## src/rtl/pipe_unpack.sv

```systemverilog
`default_nettype none
// +----------------------------------------------------------------------------+
// | pipe_unpack: DATA_W word -> LANE_W lane width-down converter (valid/ready)  |
// | Option: PIPE_UNPACK_MSB_FIRST_EN emits the MSB lane first.   Rev 1.0        |
// +----------------------------------------------------------------------------+
module pipe_unpack #(
  parameter int DATA_W = 32,
  parameter int LANE_W = 8
) (
  input  logic                              clk,
  input  logic                              rst_n,
  input  logic                              valid_i,
  input  logic [DATA_W-1:0]                 data_i,
  input  logic [$clog2(DATA_W/LANE_W)-1:0]  nlanes_i,
  output logic                              ready_o,
  output logic                              valid_o,
  output logic [LANE_W-1:0]                 data_o,
  output logic                              last_o,
  input  logic                              ready_i
);

  localparam int N    = DATA_W / LANE_W;
  localparam int NL_W = $clog2(N);

  localparam logic [NL_W:0]   C_ONE      = (NL_W+1)'(1);
  localparam logic [NL_W:0]   C_FULL_CNT = (NL_W+1)'(N);
  localparam logic [NL_W-1:0] C_TOP_IDX  = NL_W'(N - 1);

  typedef enum logic [0:0] {
    IDLE  = 1'b0,
    SHIFT = 1'b1
  } state_t;

  state_t              state_q, state_d;
  logic [NL_W-1:0]     idx_q, idx_d;
  logic [DATA_W-1:0]   word_q, word_d;
  logic [NL_W:0]       cnt_q, cnt_d;

  logic [NL_W:0]       eff_cnt;
  logic [NL_W-1:0]     lane_sel;
  logic                is_last;
  logic                load;

  // A zero lane count encodes a full word.
  assign eff_cnt = (nlanes_i == '0) ? C_FULL_CNT : {1'b0, nlanes_i};

`ifdef PIPE_UNPACK_MSB_FIRST_EN
  assign lane_sel = C_TOP_IDX - idx_q;
`else
  assign lane_sel = idx_q;
`endif

  assign is_last = (state_q == SHIFT) && ({1'b0, idx_q} == (cnt_q - C_ONE));
  assign ready_o = !rst_n && ((state_q == IDLE) || (is_last && ready_i));
  assign load    = valid_i && ready_o;
  assign valid_o = (state_q == SHIFT);
  assign last_o  = is_last;
  assign data_o  = (state_q == SHIFT) ? word_q[lane_sel*LANE_W +: LANE_W] : '0;

  always_comb begin
    state_d = state_q;
    idx_d   = idx_q;
    word_d  = word_q;
    cnt_d   = cnt_q;
    if (load) begin
      state_d = SHIFT;
      idx_d   = '0;
      word_d  = data_i;
      cnt_d   = eff_cnt;
    end else if ((state_q == SHIFT) && ready_i) begin
      if (is_last) begin
        state_d = IDLE;
      end else begin
        idx_d = idx_q + 1'b1;
      end
    end
  end

  always_ff @(posedge clk or posedge rst_n) begin
    if (rst_n) begin
      state_q <= IDLE;
      idx_q   <= '0;
      word_q  <= '0;
      cnt_q   <= '0;
    end else begin
      state_q <= state_d;
      idx_q   <= idx_d;
      word_q  <= word_d;
      cnt_q   <= cnt_d;
    end
  end

endmodule
`default_nettype wire

```

## config.mk

```make
export PLATFORM = sky130hd
export DESIGN_NAME = pipe_unpack
export DESIGN_NICKNAME = d
export VERILOG_FILES = /design/src/rtl/pipe_unpack.sv
export SDC_FILE = /design/constraint.sdc
export NUM_CORES = 1
export LEC_CHECK = 0
export ABC_AREA = 1
export CORE_MARGIN = 2
export CORE_UTILIZATION = 49
export CTS_BUF_LIST = sky130_fd_sc_hd__clkbuf_16
export DETAILED_ROUTE_END_ITERATION = 8
export PLACE_DENSITY = 0.82
export SLEW_MARGIN = 20
export SYNTH_ARGS = -nofsm -noshare
export SYNTH_HDL_FRONTEND = slang
export SYNTH_SLANG_ARGS = --single-unit
```

## constraint.sdc

```tcl
create_clock -name clk -period 2 [get_ports clk]
set_input_delay 0.4 -clock clk [delete_from_list [all_inputs] [get_ports clk]]
set_output_delay 0.4 -clock clk [all_outputs]
set_load 0.02 [all_outputs]
```

==> flow_summary.json <==
{
  "path_max_fanout": 3,
  "clkPwrFrac_pct": 16.2,
  "use_met2_pct": 41.6,
  "fin_ws_ns": 0.0548,
  "synth_common_cells": "93 x nand2_1, 39 x nor2_1, 38 x dfrtp_1",
  "grt_pass1_vias": 1847,
  "grt_remaining_overflow": 0,
  "hold_path_startpoint": "word_q[28]",
  "wl_per_cell_um": 13.8,
  "grt_util_met1_pct": 30.7,
  "synth_area_um2": 2040,
  "synth_nets": 311,
  "finClkSkew_ns": 0.00472,
  "synth-seq-area-share_pct": 46.7,
  "numClockSinks": 38,
  "nets": 368,
  "cts-buffers-inserted": 5,
  "clkTransAtPathRegs_ns": 0.06,
  "hold_class": "flip-flop to flip-flop",
  "num_io_pins": 49,
  "area_growth_pct": 36.4,
  "syn_inst": 272,
  "cts_tree": "yes",
  "synth-edff-count": 0,
  "top_usage_layer": "met2",
  "die_w_um": 68.5,
  "max_freq_mhz": 514,
  "htree_levels": 2,
  "placementRows": 23,
  "cp.arrival_ns": 1.55,
  "first_pass_iters": 4,
  "grtUsageMet3_pct": 4.44,
  "synth_warnings": 0,
  "p_leak_uw": 0.00142,
  "gp_congestion": 0.855,
  "power_switching_uw": 1950,
  "core_um2": 4000,
  "dpl_worst_slack_ns": -0.179,
  "power_frac_seq_pct": 30.5,
  "vias": 2024,
  "drv_slew": 0,
  "drtIter0Drc": 164,
  "fin_tns_setup_ns": 0,
  "final_hold_viol_count": 0,
  "antenna_found_initial": 0,
  "route.detailed.drc": 0,
  "drv_cap": 0,
  "grt_max_degree": 75,
  "switching_share_pct": 42.7,
  "synth_ff_type": "dfrtp_1",
  "fin_hold_ws_ns": 0.477,
  "clk_path_buf_depth": 2,
  "io_buffer_count": 48,
  "dp_hpwl_mm": 3.40,
  "power.total_uw": 4570,
  "ys_async_sr_fraction_pct": 100,
  "die-area_um2": 4690,
  "maxSlewHeadroom_pct": 77.4,
  "outcome": "finished clean",
  "p_int_uw": 2620,
  "ys_ff_latch": 38,
  "ys_types": 18,
  "routed_via_density": 5.33,
  "fin_crit_sh_pct": 97.3,
  "worstMarginPinSlew_ns": 0.339,
  "setup_violations": 0,
  "yosysMostFrequentCell": "nand2_1",
  "antenna_left": 0,
  "power_density_nw_per_um2": 1640,
  "synth_area_per_cell_um2": 7.48,
  "p_comb_share_pct": 53.3,
  "die_h_um": 68.5,
  "yosys-top-cells-area": "dfrtp_1 47%, nand2_1 17%, nand4_1 11%, nor2_1 7.2%, o21ai_0 3.9%",
  "synth_largest_area_cell": "dfrtp_1",
  "path_class": "flip-flop to primary output",
  "grt_first_pass_wirelength_mm": 8.42,
  "end_kind": "primary output",
  "clk_latency_ns": 0.28,
  "grt_use_total_pct": 24.4,
  "startpoint": "cnt_q[0]",
  "critPathLaunchType": "flip-flop",
  "synth_top_cell_area_share_pct": 46.7,
  "finalCriticalPeriod_ns": 1.95,
  "routed_wl_mm": 5.25,
  "peakVddDrop_v": 0.000829,
  "critPathRequiredTime_ns": 1.60,
  "root_buffer": "clkbuf_16",
  "drive_gt1_share_pct": 15.5,
  "diodes": 0,
  "regToRegStartpoint": "cnt_q[0]",
  "initial_core_util_pct": 50.9
}
==> state kept, by name (all words and copies together) (netlist names) <==
name     count
valid_o      1
idx_q        2
cnt_q        3
word_q      32
==> critical path, stage by stage (launching register included) <==
cell	delay [ns]
dfrtp_1	0.39
inv_2	0.08
ha_4	0.21
nand2_2	0.07
inv_1	0.03
nor2_1	0.08
nand3_1	0.09
nand2_2	0.09
nand3_2	0.07
inv_2	0.06
buf_6	0.10
==> path summary, 6_finish.rpt <==
kind	slack, ns	end	cells past startpoint
max	0.05	ready_o	10
min	0.48	word_q[28]	2
max reg2reg	0.12	word_q[11]	12
min reg2reg	0.48	word_q[28]	2
max in group asynchronous	1.18	word_q[3]	3
min in group asynchronous	0.54	valid_o	3
==> cell type report <==
type / instances / area (µm²)
clock inverter: 3 / 12.5
fill: 335 / 1220
multi-input combinational: 201 / 936
timing repair buffer: 68 / 631
sequential: 38 / 952
clock buffer: 5 / 125
tap: 50 / 62.6
inverter: 15 / 58.8
==> per-layer routing <==
layer / wire [µm] / part of all wire [%]
met1: 2120 / 40
met2: 2780 / 53
met3: 266 / 5.1
met4: 84 / 1.6
met5: 0 / 0
==> what timing repair did <==
item                                    in CTS  in global routing
endpoints found under the setup margin      10                 32
pin swaps                                    0                  2
gates cloned                                 0                  0
hold buffers                                 0                  0
setup buffers                                0                  2
resized for setup                           37                 16
==> cell families after synthesis <==
family	share of synthesized area, %
DFF	46.7
AOI/OAI and AO/OA	5.90
buffers and inverters	8.42
and+or+nand+nor	38.4
adders and majority gates	0.615
==> stage by stage <==
stage                     cells  utilization, %  instance area (µm²)
final                       380            69.4                 2780
after global routing        380            69.4                 2780
after CTS                   378            69.7                 2790
after detailed placement    370            65.9                 2640
after global placement      370            65.9                 2640
after floorplan             272               -                 2040
==> power by group through the flow <==
stage                     combinational [µW]  sequential, µW  clock [µW]
after detailed placement                2420            1380           0
after global routing                    2700            1430         781
after floorplan                         1520            1330           0
final                                   2430            1390         738
after global placement                  2380            1350           0
after CTS                               2430            1380         750
==> cell usage in the layout (no fill, tap or decap), drive strengths merged, types with 2 or more instances in the layout <==
cell type	count
nand2	95
nor2	39
clkdlybuf4s50	38
dfrtp	38
nand4	37
buf	30
o21ai	16
inv	16
a21oi	8
clkbuf	5
nand3	4
clkinv	2
No activity file was read; power rests on OpenSTA's default activity.
